File: src/rtl/sap1_pkg.sv
// -----------------------------------------------------------------------------
// sap1_pkg
//   Shared constants for the SAP-1 control sequencer:
//     - opcode values (IR[7:4])
//     - one-hot T-state encodings (bit0 = T1)
//     - control-word bit indices and a helper that builds a one-bit word
// -----------------------------------------------------------------------------
package sap1_pkg;

  localparam logic [3:0] OP_LDA = 4'b0000;
  localparam logic [3:0] OP_ADD = 4'b0001;
  localparam logic [3:0] OP_SUB = 4'b0010;
  localparam logic [3:0] OP_JMP = 4'b0011;
  localparam logic [3:0] OP_JC  = 4'b0100;
  localparam logic [3:0] OP_JZ  = 4'b0101;
  localparam logic [3:0] OP_OUT = 4'b1110;
  localparam logic [3:0] OP_HLT = 4'b1111;

  localparam logic [5:0] T1 = 6'b000001;
  localparam logic [5:0] T2 = 6'b000010;
  localparam logic [5:0] T3 = 6'b000100;
  localparam logic [5:0] T4 = 6'b001000;
  localparam logic [5:0] T5 = 6'b010000;
  localparam logic [5:0] T6 = 6'b100000;

  localparam int CW_PC_INC  = 0;
  localparam int CW_PC_OUT  = 1;
  localparam int CW_MAR_LD  = 2;
  localparam int CW_RAM_OUT = 3;
  localparam int CW_IR_LD   = 4;
  localparam int CW_IR_OUT  = 5;
  localparam int CW_A_LD    = 6;
  localparam int CW_A_OUT   = 7;
  localparam int CW_B_LD    = 8;
  localparam int CW_SUB     = 9;
  localparam int CW_SUM_WR  = 10;
  localparam int CW_OUT_LD  = 11;
  localparam int CW_PC_LD   = 12;
  localparam int CW_W       = 13;

  typedef logic [CW_W-1:0] ctrl_word_t;

  // One-hot control word with only bit idx set.
  function automatic ctrl_word_t cw(input int idx);
    return ctrl_word_t'(1) << idx;
  endfunction

endpackage

File: src/rtl/sap1_ring_counter.sv
// -----------------------------------------------------------------------------
// sap1_ring_counter
//   One-hot ring counter, T1 -> T2 -> ... -> T(NUM_T) -> T1.
//   Ports:
//     clk       in   system clock
//     rst_n     in   async active-low reset, ring returns to bit0 (T1)
//     i_adv     in   rotate by one position on this clock
//     i_freeze  in   hold the ring regardless of i_adv
//     o_ring    out  one-hot current position
// -----------------------------------------------------------------------------
module sap1_ring_counter #(
  parameter int NUM_T = 6
) (
  input  logic             clk,
  input  logic             rst_n,
  input  logic             i_adv,
  input  logic             i_freeze,
  output logic [NUM_T-1:0] o_ring
);

  logic [NUM_T-1:0] r_ring;

  always_ff @(posedge clk or negedge rst_n) begin
    if (!rst_n) begin
      r_ring <= {{(NUM_T-1){1'b0}}, 1'b1};
    end else if (i_adv && !i_freeze) begin
      r_ring <= {r_ring[NUM_T-2:0], r_ring[NUM_T-1]};
    end
  end

  assign o_ring = r_ring;

endmodule

File: src/rtl/sap1_control_sequencer.sv
// -----------------------------------------------------------------------------
// sap1_control_sequencer
//   Control sequencer for the SAP-1 datapath. A 6-step one-hot ring (T1..T6)
//   plus the IR opcode is decoded combinationally into the control word, so
//   every control is valid for the whole T-state. ALU flags are latched at
//   the edge that ends an ADD/SUB T6. Free-run or single-step operation.
//
//   Optional feature macro: SAP1_COND_JUMP_EN
//     defined   : JMP/JC/JZ drive ir_out,pc_ld in T4 (JC/JZ conditional)
//     undefined : those opcodes are NOPs, pc_ld is never asserted
//
//   Ports:
//     clk, rst_n             clock, async active-low reset
//     opcode                 IR[7:4], stable from T4 onward
//     carry_flg, zero_flg    live ALU flags
//     step_mode, step        single-step mode and (synchronous) step request
//     t_state                one-hot T-state, bit0 = T1
//     pc_inc .. pc_ld        control word outputs (all 0 while rst_n = 0)
//     hlt                    halted indicator
//     carry_q, zero_q        latched flags
//
//   state      | meaning
//   -----------+--------------------------------------------------------
//   T1         | fetch: PC -> MAR
//   T2         | fetch: PC increment
//   T3         | fetch: RAM -> IR
//   T4         | execute step 1 (address / output / jump / halt decision)
//   T5         | execute step 2 (memory operand)
//   T6         | execute step 3 (ALU writeback)
//   HALTED     | ring frozen at T5, hlt = 1, no controls; reset only exit
// -----------------------------------------------------------------------------
module sap1_control_sequencer
  import sap1_pkg::*;
#(
  parameter int OPW   = 4,
  parameter int NUM_T = 6
) (
  input  logic             clk,
  input  logic             rst_n,
  input  logic [OPW-1:0]   opcode,
  input  logic             carry_flg,
  input  logic             zero_flg,
  input  logic             step_mode,
  input  logic             step,
  output logic [NUM_T-1:0] t_state,
  output logic             pc_inc,
  output logic             pc_out,
  output logic             mar_ld,
  output logic             ram_out,
  output logic             ir_ld,
  output logic             ir_out,
  output logic             a_ld,
  output logic             a_out,
  output logic             b_ld,
  output logic             sub,
  output logic             sum_wr,
  output logic             out_ld,
  output logic             pc_ld,
  output logic             hlt,
  output logic             carry_q,
  output logic             zero_q
);

  logic             r_step_d;
  logic             r_halted;
  logic             r_carry;
  logic             r_zero;

  logic [NUM_T-1:0] w_ring;
  logic             w_step_rise;
  logic             w_adv;
  logic             w_is_alu;
  ctrl_word_t       w_cw_dec;
  ctrl_word_t       w_cw;

  // A held step request advances only once: only its rising edge counts.
  assign w_step_rise = step & ~r_step_d;
  assign w_adv       = step_mode ? w_step_rise : 1'b1;
  assign w_is_alu    = (opcode == OP_ADD) || (opcode == OP_SUB);

  sap1_ring_counter #(
    .NUM_T (NUM_T)
  ) u_ring (
    .clk      (clk),
    .rst_n    (rst_n),
    .i_adv    (w_adv),
    .i_freeze (r_halted),
    .o_ring   (w_ring)
  );

  always_ff @(posedge clk or negedge rst_n) begin
    if (!rst_n) begin
      r_step_d <= 1'b0;
    end else begin
      r_step_d <= step;
    end
  end

  // Halt is taken on the edge that leaves T4, so the ring lands on T5 and
  // stays there (freeze is the registered halt flag, still 0 on that edge).
  always_ff @(posedge clk or negedge rst_n) begin
    if (!rst_n) begin
      r_halted <= 1'b0;
    end else if (w_adv && !r_halted && (w_ring == T4) && (opcode == OP_HLT)) begin
      r_halted <= 1'b1;
    end
  end

  always_ff @(posedge clk or negedge rst_n) begin
    if (!rst_n) begin
      r_carry <= 1'b0;
      r_zero  <= 1'b0;
    end else if (w_adv && !r_halted && (w_ring == T6) && w_is_alu) begin
      r_carry <= carry_flg;
      r_zero  <= zero_flg;
    end
  end

  always_comb begin
    w_cw_dec = '0;
    case (w_ring)
      T1: w_cw_dec = cw(CW_PC_OUT) | cw(CW_MAR_LD);
      T2: w_cw_dec = cw(CW_PC_INC);
      T3: w_cw_dec = cw(CW_RAM_OUT) | cw(CW_IR_LD);
      T4: begin
        case (opcode)
          OP_LDA, OP_ADD, OP_SUB: w_cw_dec = cw(CW_IR_OUT) | cw(CW_MAR_LD);
          OP_OUT:                 w_cw_dec = cw(CW_A_OUT) | cw(CW_OUT_LD);
`ifdef SAP1_COND_JUMP_EN
          OP_JMP:                 w_cw_dec = cw(CW_IR_OUT) | cw(CW_PC_LD);
          OP_JC: begin
            if (r_carry) w_cw_dec = cw(CW_IR_OUT) | cw(CW_PC_LD);
          end
          OP_JZ: begin
            if (r_zero) w_cw_dec = cw(CW_IR_OUT) | cw(CW_PC_LD);
          end
`endif
          default: w_cw_dec = '0;
        endcase
      end
      T5: begin
        case (opcode)
          OP_LDA:  w_cw_dec = cw(CW_RAM_OUT) | cw(CW_A_LD);
          OP_ADD:  w_cw_dec = cw(CW_RAM_OUT) | cw(CW_B_LD);
          OP_SUB:  w_cw_dec = cw(CW_RAM_OUT) | cw(CW_B_LD) | cw(CW_SUB);
          default: w_cw_dec = '0;
        endcase
      end
      T6: begin
        case (opcode)
          OP_ADD:  w_cw_dec = cw(CW_SUM_WR) | cw(CW_A_LD);
          OP_SUB:  w_cw_dec = cw(CW_SUM_WR) | cw(CW_A_LD) | cw(CW_SUB);
          default: w_cw_dec = '0;
        endcase
      end
      default: w_cw_dec = '0;
    endcase
  end

  // rst_n gates the word directly: the ring snaps to T1 asynchronously, and
  // without this gate T1's pc_out/mar_ld would pulse during reset.
  assign w_cw = (rst_n && !r_halted) ? w_cw_dec : '0;

  assign t_state = w_ring;
  assign pc_inc  = w_cw[CW_PC_INC];
  assign pc_out  = w_cw[CW_PC_OUT];
  assign mar_ld  = w_cw[CW_MAR_LD];
  assign ram_out = w_cw[CW_RAM_OUT];
  assign ir_ld   = w_cw[CW_IR_LD];
  assign ir_out  = w_cw[CW_IR_OUT];
  assign a_ld    = w_cw[CW_A_LD];
  assign a_out   = w_cw[CW_A_OUT];
  assign b_ld    = w_cw[CW_B_LD];
  assign sub     = w_cw[CW_SUB];
  assign sum_wr  = w_cw[CW_SUM_WR];
  assign out_ld  = w_cw[CW_OUT_LD];
  // Without the jump feature nothing in the decode sets this bit, so it
  // reduces to a constant 0.
  assign pc_ld   = w_cw[CW_PC_LD];
  assign hlt     = r_halted;
  assign carry_q = r_carry;
  assign zero_q  = r_zero;

endmodule

File: config.mk
export PLATFORM = sky130hd
export DESIGN_NAME = sap1_control_sequencer
export DESIGN_NICKNAME = d
export VERILOG_FILES = /design/src/rtl/sap1_pkg.sv /design/src/rtl/sap1_ring_counter.sv /design/src/rtl/sap1_control_sequencer.sv
export SDC_FILE = /design/constraint.sdc
export NUM_CORES = 1
export LEC_CHECK = 0
export ABC_AREA = 1
export BUFFER_PORTS_ARGS = -buffer_cell sky130_fd_sc_hd__buf_2
export CORE_MARGIN = 4
export CORE_UTILIZATION = 41
export DETAILED_ROUTE_END_ITERATION = 10
export GPL_TIMING_DRIVEN = 0
export HOLD_SLACK_MARGIN = 0.06
export PLACE_DENSITY_LB_ADDON = 0.2
export SETUP_SLACK_MARGIN = 0.3
export SYNTH_ARGS = -nofsm -noshare
export SYNTH_HDL_FRONTEND = slang
export SYNTH_HIERARCHICAL = 1
export SYNTH_SLANG_ARGS = --single-unit
export TNS_END_PERCENT = 50
File: constraint.sdc
create_clock -name clk -period 1.2 [get_ports clk]
set_clock_uncertainty 0.05 [all_clocks]
set_input_delay 0.12 -clock clk [delete_from_list [all_inputs] [get_ports clk]]
set_output_delay 0.12 -clock clk [all_outputs]
set_load 0.1 [all_outputs]
==> summary.md, run 1 <==
| Metric | Value |
|---|---|
| Number of buffers created by CTS | `3` |
| Hpwl dp | `1.52 mm` |
| Post-Synthesis Cells | `109` |
| Failed at | `global routing (5_1_grt)` |
| Max Buffers Root-to-Sink | `2` |
| Post-Place Cells | `around 160` |
| Run Error | `[ERROR DPL-0038] Utilization greater than 100%, impossible to legalize` |
| Synth unique cells | `25` |
| Syn Area/Cell | `roughly 6.7 um2` |
| Sequential fraction of the synthesis area | `about 34%` |
| Ports | `32` |
| PortBufs | `30` |
| Worst_ep grt | `out_ld` |
| Yosys reg bits | `10` |
| Synth warn | `6` |
| RD Place Congestion | `roughly 0.84` |
| Initial Util | `between 40 and 50%` |
| Status | `did not finish` |
| Die width | `around 50 um` |
| Largest net degree at the start of global routing | `11` |
| CTS Sinks | `10` |
| Htree depth | `1` |
| Row Count | `15` |
| Post-Synthesis Net Count | `119` |
| Clk root buf | `clkbuf_4` |
| Die Y | `around 50 um` |
| Synth Cell Area | `734 um2` |
| Worst endpoint kind after the last repair | `primary output` |
| Placed cell area | `1070 um2` |
-- logic make-up after synthesis --
group                  synth area share, %
other                                0.511
buffers and inverters                 10.7
and+or+nand+nor                       48.6
AOI/OAI and AO/OA                     5.96
DFF                                   34.2
-- repair_timing --
item                                   4_1_cts
pin swaps                                    6
setup endpoints to repair                   30
gates resized for setup                     94
buffers inserted                            13
endpoints found under the hold margin       13
hold buffers                                 4
-- Yosys cell counts --
cell type  number  area [um2]
buf_4           2        15.0
nand2_2         4        25.0
nand3b_1        1        7.51
nor4_1          3        18.8
nand4_1         1        6.26
dfstp_2         1        26.3
o21bai_1        1        7.51
nor3_1          3        15.0
o21ai_1         1        5.00
a21oi_1         1        5.00
nand2_1        26        97.6
nor2_4          2        22.5
nor2_2          6        37.5
conb_1          1        3.75
nor2_1         13        48.8
inv_1          12        45.0
inv_2           5        18.8
nand3_1        10        50.1
o21ai_0         2        10.0
a21oi_2         1        8.76
nor3_2          1        10.0
nand2_4         1        11.3
dfrtp_1         9         225
a21boi_0        1        7.51
or2_1           1        6.26
-- metrics by stage --
stage          util (%)  setup TNS, ps  setup WS [ps]
3_3_place_gp       62.6          -6230           -676
2_1_floorplan         -         -10760          -1460
4_1_cts            93.3          -7700           -637
3_5_place_dp       62.6          -6620           -702
==> run 2, diff against run 1 <==
--- a/config.mk
+++ b/config.mk
@@ -7,13 +7,11 @@
 export LEC_CHECK = 0
 export ABC_AREA = 1
 export BUFFER_PORTS_ARGS = -buffer_cell sky130_fd_sc_hd__buf_2
-export CORE_MARGIN = 4
-export CORE_UTILIZATION = 41
+export CORE_AREA = 4 4 65 67
 export DETAILED_ROUTE_END_ITERATION = 10
+export DIE_AREA = 0 0 69 71
 export GPL_TIMING_DRIVEN = 0
-export HOLD_SLACK_MARGIN = 0.06
-export PLACE_DENSITY_LB_ADDON = 0.2
-export SETUP_SLACK_MARGIN = 0.3
+export PLACE_DENSITY_LB_ADDON = 0.15
 export SYNTH_ARGS = -nofsm -noshare
 export SYNTH_HDL_FRONTEND = slang
 export SYNTH_HIERARCHICAL = 1
==> constraint.sdc (replaced) <==
create_clock -name clk -period 1.6 [get_ports clk]
set_clock_uncertainty 0.05 [all_clocks]
set_input_delay 0.16 -clock clk [delete_from_list [all_inputs] [get_ports clk]]
set_output_delay 0.16 -clock clk [all_outputs]
set_load 0.1 [all_outputs]
==> run 2 against run 1 <==
The flow now finishes, with violations (negative setup slack). Synthesized cell count did not move. Area after synthesis did not move.
==> summary.md, run 2 <==
| Metric | Value |
|---|---|
| P_int | `~500 uW` |
| Layout cells sized above 1 | `a little over two thirds` |
| Hold Crit Endpoint | `zero_q$_DFFE_PN0P_` |
| CTS Sinks | `10 (unchanged)` |
| Count leader, synth | `nand2_1` |
| Worst setup margin | `-236 ps` |
| Max incr delay on CP | `between 500 and 600 ps` |
| Ports | `32 (unchanged)` |
| Ys flop type | `dfrtp_1` |
| WP buf/inv | `3` |
| Post-Synthesis Cells | `109 (unchanged)` |
| Setup crit end kind | `output pin` |
| First-pass GRT wire length | `3.99 mm` |
| Routed WL | `about 2.4 mm` |
| Max reg flops | `6` |
| Commonest non-fill, non-tap cell in the layout | `nand2_1` |
| DIE AREA | `a little under 5000 um2` |
| HP Class | `in2reg` |
| Synth warn | `6 (unchanged)` |
| Synth Area in XOR/XNOR | `0% (unchanged)` |
| Fin crit period | `between 1500 and 2000 ps` |
| Max FO, Critical Path | `4` |
| Post-Synthesis Net Count | `119 (unchanged)` |
| Crit Path Class | `reg2out` |
| Clk root buf | `clkbuf_8` |
| P_leak | `~0.0007 uW` |
| Max Buffers Root-to-Sink | `2 (unchanged)` |
| Depth of the worst register-to-register path | `9` |
| Area growth from synthesis to layout | `107%` |
| Period utilization | `115%` |
| Most Frequent Cell on Critical Path | `nand2_4` |
| HP Start | `zero_flg` |
| Synth unique cells | `25 (unchanged)` |
| Clock latency on the worst-skew pair | `around 230 ps` |
| Initial antenna violation count | `0` |
| Die width | `69 um (+37%)` |
| Net load switching power | `between 150 and 200 uW` |
| Sequential power share | `38.5%` |
| Reg-to-Reg End | `carry_q$_DFFE_PN0P_` |
| Max-Cap Viols | `0` |
| CTS tree | `done` |
| PortBufs | `30 (unchanged)` |
| Vias in the first global route | `just over 900` |
| Mux contribution to synthesized area | `0% (unchanged)` |
| Sequential fraction of the synthesis area | `34.2% (unchanged)` |
| Ys async rst share | `100% (unchanged)` |
| Htree depth | `1 (unchanged)` |
| Sw Share | `25.4%` |
| Largest net degree at the start of global routing | `11` |
| Synth Cell Area | `734 um2 (unchanged)` |
| Synth Area in Compound Gates | `5.96% (unchanged)` |
| Setup crit start | `u_ring/o_ring[5]$_DFFE_PN0P_` |
| Setup TNS | `-1840 ps` |
| Diode count | `0` |
| Critical Path Start Type | `flip-flop` |
| Hold_ws | `between 100 and 150 ps` |
| Crit path required time | `between 1000 and 1500 ps` |
| Initial Util | `20.2% (-23 points)` |
| Failing checks | `negative setup slack` |
| Setup-violating endpoint count in the final report | `12` |
| Commonest non-fill, non-tap cells in the layout | `nand2_1, buf_2, buf_4` |
| Clk slew on worst S/H paths | `~50 ps` |
| Number of buffers created by CTS | `3 (unchanged)` |
| GRT Residual Overflow | `0` |
| Family with the most delay on the worst path | `flip-flops` |
| WP data arrival | `around 1600 ps` |
| Row Count | `22 (+7)` |
| Critical Path Stages | `7` |
| Hold Path Stages | `3` |
| Yosys top cell by area | `dfrtp_1` |
| Syn Area/Cell | `6.74 um2 (unchanged)` |
| Synth top area share | `30.7% (unchanged)` |
| Clock power share | `46.8%` |
| Yosys reg bits | `10 (unchanged)` |
| Synth top cells by count | `nand2_1, nor2_1, inv_1` |
| R2R Path Start | `u_ring/o_ring[2]$_DFFE_PN0P_` |
| Final #Nets | `around 170` |
| Crit-path cells | `inv_4 -> nand2_4 -> nor2_4 -> nand2_4 -> nor4_4 -> buf_6 -> buf_12` |
| Hpwl dp | `1.70 mm (+12%)` |
| Core Footprint | `approximately 3600 um2` |
| RD Place Congestion | `0.746 (-11%)` |
| First drt pass iteration count | `4` |
| GRT Total Usage | `around a tenth` |
| Synth Area in Adders | `0% (unchanged)` |
| Status | `complete, but fails checks` |
| DRC errors left | `0` |
| Logic pwr share | `14.6%` |
| Post-synth EDFFs | `0 (unchanged)` |
| Dpl ws | `-356 ps (+346 ps)` |
| DR vias/cell | `around 4.2` |
| Critical-path top delay cell | `dfrtp_4` |
| Die Y | `71 um (+41%)` |
| Main combinational cell family by area after synthesis | `simple AND/OR/NAND/NOR gates` |
| R2R setup slack | `approximately 200 ps` |
| Synth top area cells | `dfrtp_1, nand2_1, nand3_1, nor2_1, inv_1` |
| Fillers | `just under 400` |
| RSZ-0062 raised after global routing | `yes` |
| Vias | `around 860` |
| Starting DRC count in detailed routing | `13` |
| Hold Vio Cnt, Final | `0` |
| Power per cell area | `439 nW/um2` |
| Post-route ant nets | `0` |
| Final Max Tran Viols | `0` |
| Peak VDD IR | `slightly below 0.5 mV` |
| DR WL/cell | `about 12 um` |
| Simple-gate area share of the yosys netlist | `48.6% (unchanged)` |
| Fmax | `about 540 MHz` |
run 2: cell counts after synthesis:
Identical to the previous run, type by type.
run 2: through the flow:
stage / cell area, um2 / total power (uW) / util (%) / cells
4_1_cts: 1460 / 680 / 40.3 / 205
2_1_floorplan: 873 / 322 / - / 109
3_5_place_dp: 1080 / 351 / 29.8 / 187
3_3_place_gp: 1080 / 350 / 29.8 / 187
5_1_grt: 1520 / 704 / 41.9 / 205
6_report: 1520 / 668 / 41.9 / 205
run 2: power groups by stage:
stage / Sequential (uW) / Clock (uW) / Combinational, uW
floorplan: 272 / 0 / 50.2
global placement: 262 / 0 / 88.3
detailed placement: 262 / 0 / 89.1
CTS: 257 / 324 / 97.7
global route: 257 / 340 / 107
finish: 257 / 313 / 97.8
run 2: final cells by class:
class                      count  area, um2  area share [%]
sequential                    10        278            18.2
timing repair buffer          44        412            27.0
clock buffer                   4       55.1            3.61
buffer                         2       18.8            1.23
multi-input combinational     80        619            40.6
tap                           48       60.1            3.94
inverter                      17       81.3            5.34
run 2: worst reg2reg max path: stages (launching register included):
cell and delay, ps:
dfrtp_4 520, nor2_4 150, nand2_4 80, inv_6 80, nand2_4 50, nor2_4 90, buf_4 130, nand2_2 50
nand2_1 60, nand2_1 40
run 2: repair_timing:
item | in CTS | in global routing
hold endpoints to repair | 11 | 0
setup buffers | 12 | 0
pin swaps | 12 | 5
setup endpoints to repair | 12 | 18
gates resized for setup | 60 | 16
hold buffers | 2 | 0
run 2: kinds of logic (layout without fill, tap and decap cells):
| family | count (synthesis) | after routing |
|---|---|---|
| buffers and inverters | 19 | 67 |
| other | 1 | 1 |
| flip-flops | 10 | 10 |
| AO/OA/AOI/OAI | 7 | 7 |
| AND/OR/NAND/NOR | 72 | 72 |
run 2: metal layers:
metal  vias to the layer above  share of wire, %  track usage (%)  routed length [um]
met5                         -                 0                0                   0
li1                        437                 -                -                   -
met1                       403                41             11.8                 982
met2                        21                54             17.9                1280
met3                         2               3.9            0.994                  93
met4                         0              0.55             4.56                  13
run 2: how the worst max path moves through the flow:
stage,to,slack (ps)
floorplan,out_ld,-1100
global placement,out_ld,-350
detailed placement,out_ld,-360
CTS,out_ld,-230
global route,out_ld,-290
finish,out_ld,-240
(Power assumes the default switching activity.)
==> run 3, diff against run 2 <==
--- a/config.mk
+++ b/config.mk
@@ -11,7 +11,7 @@
 export DETAILED_ROUTE_END_ITERATION = 10
 export DIE_AREA = 0 0 69 71
 export GPL_TIMING_DRIVEN = 0
-export PLACE_DENSITY_LB_ADDON = 0.15
+export PLACE_DENSITY = 0.5
 export SYNTH_ARGS = -nofsm -noshare
 export SYNTH_HDL_FRONTEND = slang
 export SYNTH_HIERARCHICAL = 1
==> run 3 against run 2 <==
The flow still finishes with violations (negative setup slack). Maximum frequency fell by 3.8%. Flip-flop and latch count stayed put. Combinational power grew 0.8%. Final cell count increased by 3.9%. Core utilization rose by 1.3 points. Critical path depth grew 1. Critical path type unchanged. Largest power group unchanged. Highest routed layer unchanged.
==> summary.md, run 3 (same netlist as run 2, synthesis figures left out) <==
| Metric | Value |
|---|---|
| Dpl ws | `-365 ps (-8.55 ps)` |
| Crit path required time | `1390 ps (about the same)` |
| Row Count | `22 (unchanged)` |
| PortBufs | `30 (unchanged)` |
| Die width | `69 um (unchanged)` |
| Starting DRC count in detailed routing | `12 (-1)` |
| Diode count | `0 (unchanged)` |
| Vias | `906 (+5.0%)` |
| Period utilization | `119% (+4.5 points)` |
| DIE AREA | `4900 um2 (unchanged)` |
| Max Buffers Root-to-Sink | `2 (unchanged)` |
| Post-Place Cells | `187 (unchanged)` |
| Max FO, Critical Path | `4 (unchanged)` |
| Commonest non-fill, non-tap cells in the layout | `buf_4, nand2_1, buf_2` |
| Multi-input logic area | `621 um2 (+0.20%)` |
| Setup crit start | `u_ring/o_ring[0]$_DFFE_PN1P_` |
| DR WL/cell | `11.2 um (-2.9%)` |
| Hold Vio Cnt, Final | `0 (unchanged)` |
| Core Footprint | `3630 um2 (unchanged)` |
| Fmax | `524 MHz (-3.8%)` |
| Largest net degree at the start of global routing | `12 (+1)` |
| Die Y | `71 um (unchanged)` |
| CTS Sinks | `10 (unchanged)` |
| WP data arrival | `1700 ps (+70 ps)` |
| Hpwl dp | `1.72 mm (+1.5%)` |
| Post-route ant nets | `0 (unchanged)` |
| Clk root buf | `clkbuf_8` |
| GRT Residual Overflow | `0 (unchanged)` |
| Worst setup margin | `-308 ps (-72.7 ps)` |
| RSZ-0062 raised after global routing | `yes` |
| DRC errors left | `0 (unchanged)` |
| DR vias/cell | `4.25 (+1.0%)` |
| CTS tree | `done` |
| Htree depth | `1 (unchanged)` |
| Peak VDD IR | `0.369 mV (-25%)` |
| Routed WL | `2.39 mm (+0.84%)` |
| HP Start | `zero_flg` |
| HP Class | `in2reg` |
| Fillers | `369 (-4.4%)` |
| Register area | `278 um2 (unchanged)` |
| Status | `complete, but fails checks` |
| Fin crit period | `1910 ps (+72.7 ps)` |
| R2R Path Start | `u_ring/o_ring[4]$_DFFE_PN0P_` |
| Setup crit end kind | `output pin` |
| Crit Path Class | `reg2out` |
| Ports | `32 (unchanged)` |
| Hold_ws | `115 ps (+5.71 ps)` |
| GRT Total Usage | `9.47% (-0.47 points)` |
| Failing checks | `negative setup slack` |
| Clk slew on worst S/H paths | `50 ps (about the same)` |
| Initial antenna violation count | `0 (unchanged)` |
| Commonest non-fill, non-tap cell in the layout | `buf_4` |
| Critical Path Start Type | `flip-flop` |
| Non-Filler Instances | `213 (+3.9%)` |
| First drt pass iteration count | `4 (unchanged)` |
| Number of buffers created by CTS | `3 (unchanged)` |
| RD Place Congestion | `0.738 (-1.0%)` |
| Layout cells sized above 1 | `68.5% (-0.94 points)` |
| Tot Pwr | `620 uW (-7.3%)` |
| Area growth from synthesis to layout | `114%` |
| Vias in the first global route | `860 (-5.6%)` |
| Max-Cap Viols | `0 (unchanged)` |
| Initial Util | `20.2% (unchanged)` |
| First-pass GRT wire length | `3.89 mm (-2.4%)` |
| Final Max Tran Viols | `0 (unchanged)` |
| Clock latency on the worst-skew pair | `230 ps (about the same)` |
| Final #Nets | `176 (+4.8%)` |
| Max reg flops | `6 (unchanged)` |
| Final design utilization | `43.3% (+1.3 points)` |
| Power per cell area | `394 nW/um2 (-10%)` |
| Setup-violating endpoint count in the final report | `11 (-1)` |
| P_leak | `0.000737 uW (+4.1%)` |
run 3: cell count changes in the layout (fill, tap and decap cells not counted), sizes merged:
cell	change
buf	+7
dlygate4sd3	+1
run 3: timing repair:
item	CTS	global route
pin swaps	10	10
endpoints found under the setup margin	12	12
gates resized for setup	57	16
gates cloned	0	0
hold endpoints to repair	10	10
buffers inserted	10	9
run 3: power by group:
part           switching [uW]  leakage (uW)  internal (uW)
combinational            70.7      0.000592           27.9
sequential               1.22      0.000122            256
clock                    89.9     0.0000228            174
total                     162      0.000737            458
run 3: worst paths after layout:
check                                               end  slack, ps  cells past startpoint
max                                              mar_ld       -310                      8
min                                  zero_q$_DFFE_PN0P_        120                      3
max reg2reg                         carry_q$_DFFE_PN0P_        190                      8
min reg2reg                          zero_q$_DFFE_PN0P_        420                      2
max in group asynchronous  u_ring/o_ring[5]$_DFFE_PN0P_        780                      2
min in group asynchronous  u_ring/o_ring[3]$_DFFE_PN0P_        380                      2
run 3: layout make-up:
type | instances | share of cell area, %
sequential | 10 | 17.7
tap | 48 | 3.82
inverter | 17 | 5.02
timing repair buffer | 52 | 29.9
clock buffer | 4 | 2.87
buffer | 2 | 1.19
multi-input combinational | 80 | 39.5
run 3: per-stage QoR:
step | setup TNS (ps) | cell area, um2
final | -2340 | 1570
after global routing | -3170 | 1570
after CTS | -2170 | 1410
after detailed placement | -2130 | 1080
after global placement | -1930 | 1080
after floorplan | -6160 | 873
run 3: worst max-delay path, stage by stage, from the launching register on:
cell	delay, ps
dfstp_4	640
inv_2	50
nand2_2	80
nor2_4	50
nand2_4	80
buf_4	120
nor3_4	40
or2_4	240
buf_12	160
run 3: layer usage:
metal	GRT usage, %	up-vias	share of wire [%]
met5	0	-	0
met4	2.60	0	0.79
met3	1.70	4	4.1
met2	18.4	26	55
met1	10.4	423	40
li1	-	453	-
==> run 4, diff against run 3 <==
--- a/config.mk
+++ b/config.mk
@@ -12,6 +12,8 @@
 export DIE_AREA = 0 0 69 71
 export GPL_TIMING_DRIVEN = 0
 export PLACE_DENSITY = 0.5
+export RECOVER_POWER = 100
+export SETUP_SLACK_MARGIN = 0.3
 export SYNTH_ARGS = -nofsm -noshare
 export SYNTH_HDL_FRONTEND = slang
 export SYNTH_HIERARCHICAL = 1
==> run 4 against run 3 <==
Worst setup slack better by 21 ps. Highest routed layer unchanged. Flip-flop and latch count stayed put. Worst hold slack hardly changed. The flow still finishes with violations (negative setup slack). Non-clock buffer count is 1 lower. Largest power group unchanged.
==> summary.md, run 4 (same netlist as run 2, synthesis figures left out) <==
| Metric | Value |
|---|---|
| Fin crit period | `1890 ps (-21.3 ps)` |
| Headroom to the max-slew limit | `between 60% and 70%` |
| WP data arrival | `1680 ps (-20 ps)` |
| Die width | `69 um (unchanged)` |
| Hpwl dp | `1.72 mm (unchanged)` |
| DRC errors left | `0 (unchanged)` |
| Most Frequent Cell on Critical Path | `nand2_4` |
| Max-Cap Viols | `0 (unchanged)` |
| Initial Util | `20.2% (unchanged)` |
| Critical Path Start Type | `flip-flop` |
| Critical-path top delay cell | `dfrtp_4` |
| Crit Path Class | `reg2out` |
| Worst setup margin | `-287 ps (+21.3 ps)` |
| Tot Pwr | `618 uW (-0.22%)` |
| Final #Nets | `175 (-0.57%)` |
| Power per cell area | `370 nW/um2 (-6.2%)` |
| Post-route ant nets | `0 (unchanged)` |
| Diode count | `0 (unchanged)` |
| Routed WL | `2.43 mm (+1.4%)` |
| WP buf/inv | `3 (unchanged)` |
| GRT Residual Overflow | `0 (unchanged)` |
| Status | `complete, but fails checks` |
| GRT Total Usage | `9.47% (unchanged)` |
| Htree depth | `1 (unchanged)` |
| Crit path required time | `1390 ps (about the same)` |
| CTS tree | `done` |
| Clk slew on worst S/H paths | `50 ps (about the same)` |
| Number of buffers created by CTS | `3 (unchanged)` |
| Largest net degree at the start of global routing | `12 (unchanged)` |
| Vias in the first global route | `879 (+2.2%)` |
| Family with the most delay on the worst path | `simple AND/OR/NAND/NOR gates` |
| Clk root buf | `clkbuf_8` |
| RD Place Congestion | `0.738 (unchanged)` |
| Max FO, Critical Path | `4 (unchanged)` |
| PortBufs | `30 (unchanged)` |
| Commonest non-fill, non-tap cell in the layout | `nand2_1` |
| Die Y | `71 um (unchanged)` |
| Max reg flops | `6 (unchanged)` |
| Starting DRC count in detailed routing | `16 (+4)` |
| RSZ-0062 raised after global routing | `yes` |
| Failing checks | `negative setup slack` |
| Row Count | `22 (unchanged)` |
| DR WL/cell | `11.4 um (+1.9%)` |
| Core Footprint | `3630 um2 (unchanged)` |
| Period utilization | `118% (-1.3 points)` |
| Fmax | `530 MHz (+1.1%)` |
| Area growth from synthesis to layout | `128%` |
| HP Class | `in2reg` |
| Clock latency on the worst-skew pair | `230 ps (about the same)` |
| DIE AREA | `4900 um2 (unchanged)` |
| Max Buffers Root-to-Sink | `2 (unchanged)` |
| Vias | `891 (-1.7%)` |
| Measured slew at the worst slew-check pin | `approximately 550 ps` |
| Final Max Tran Viols | `0 (unchanged)` |
| First-pass GRT wire length | `3.91 mm (+0.36%)` |
| Max incr delay on CP | `520 ps (-120 ps)` |
| Crit-path cells | `inv_4 -> nand2_4 -> nor2_4 -> nand2_4 -> nor4_4 -> buf_6 -> buf_12` |
| Initial antenna violation count | `0 (unchanged)` |
| Ports | `32 (unchanged)` |
| Peak VDD IR | `0.358 mV (-2.8%)` |
| P_leak | `0.000746 uW (+1.3%)` |
| Commonest non-fill, non-tap cells in the layout | `nand2_1, buf_4, buf_12` |
| Setup-violating endpoint count in the final report | `11 (unchanged)` |
| Layout cells sized above 1 | `65.9% (-2.6 points)` |
| DR vias/cell | `4.20 (-1.2%)` |
| Setup crit end kind | `output pin` |
| Hold_ws | `115 ps (-0.296 ps)` |
| CTS Sinks | `10 (unchanged)` |
| First drt pass iteration count | `4 (unchanged)` |
| Hold Vio Cnt, Final | `0 (unchanged)` |
==> run 4: cell types whose count changed in the layout (fill, tap and decap cells not counted), moves of 2 or more <==
cell / change
buf_2: -8
buf_4: -6
clkbuf_2: +2
buf_12: +6
inv_2: -2
nand2_1: +2
nand2_4: +2
clkbuf_4: +2
nand2_2: -4
clkbuf_1: +2
==> run 4: report_power, final <==
group / internal, uW / switching, uW / total, uW
combinational: 27.1 / 70.3 / 97.4
clock: 174 / 89.8 / 263
sequential: 256 / 1.25 / 258
==> run 4: cell type report <==
type | count | area (um2)
flip-flops and latches | 10 | 278
multi-input cells | 80 | 631
inverters | 17 | 90.1
plain buffers | 2 | 18.8
repair buffers | 51 | 549
clock buffers | 4 | 45.0
fillers | 353 | 1960
well taps | 48 | 60.1
==> run 4: final timing paths <==
path | slack, ps | end | depth (start not counted) | from
worst min register to register | 430 | zero_q$_DFFE_PN0P_ | 2 | zero_q$_DFFE_PN0P_
min in group asynchronous | 440 | u_ring/o_ring[3]$_DFFE_PN0P_ | 2 | rst_n
worst max register to register | 180 | carry_q$_DFFE_PN0P_ | 9 | u_ring/o_ring[1]$_DFFE_PN0P_
max in group asynchronous | 730 | u_ring/o_ring[5]$_DFFE_PN0P_ | 2 | rst_n
worst max-delay path | -290 | out_ld | 7 | u_ring/o_ring[1]$_DFFE_PN0P_
worst min-delay path | 120 | zero_q$_DFFE_PN0P_ | 3 | zero_flg
==> run 4: timing repair <==
| action | CTS | global route |
|---|---|---|
| pin swaps | 12 | 11 |
| buffers inserted | 16 | 2 |
| setup endpoints to repair | 21 | 21 |
| gates resized for setup | 83 | 22 |
| hold endpoints to repair | 10 | 10 |
==> run 4: tightest hold or removal path, cell delays in order <==
cell and delay [ps]:
buf_2 70, nand3_1 60, nand2_1 60
==> run 4: stage by stage <==
stage          TNS [ps]  instances  utilization [%]  instance area, um2  setup slack, ps
2_1_floorplan     -6160        109                -                 873            -1100
3_3_place_gp      -1930        187             29.8                1080             -342
3_5_place_dp      -2130        187             29.8                1080             -365
4_1_cts           -2100        207             43.0                1560             -300
5_1_grt           -3030        212             46.0                1670             -377
6_report          -2190        212             46.0                1670             -287
==> run 4: metal layers <==
layer | vias up | part of all wire [%] | global-route usage [%]
met3 | 2 | 5.4 | 1.99
met1 | 411 | 39 | 10.3
met4 | 0 | 0.58 | 2.60
li1 | 454 | - | -
met2 | 24 | 55 | 18.3
met5 | - | 0 | 0
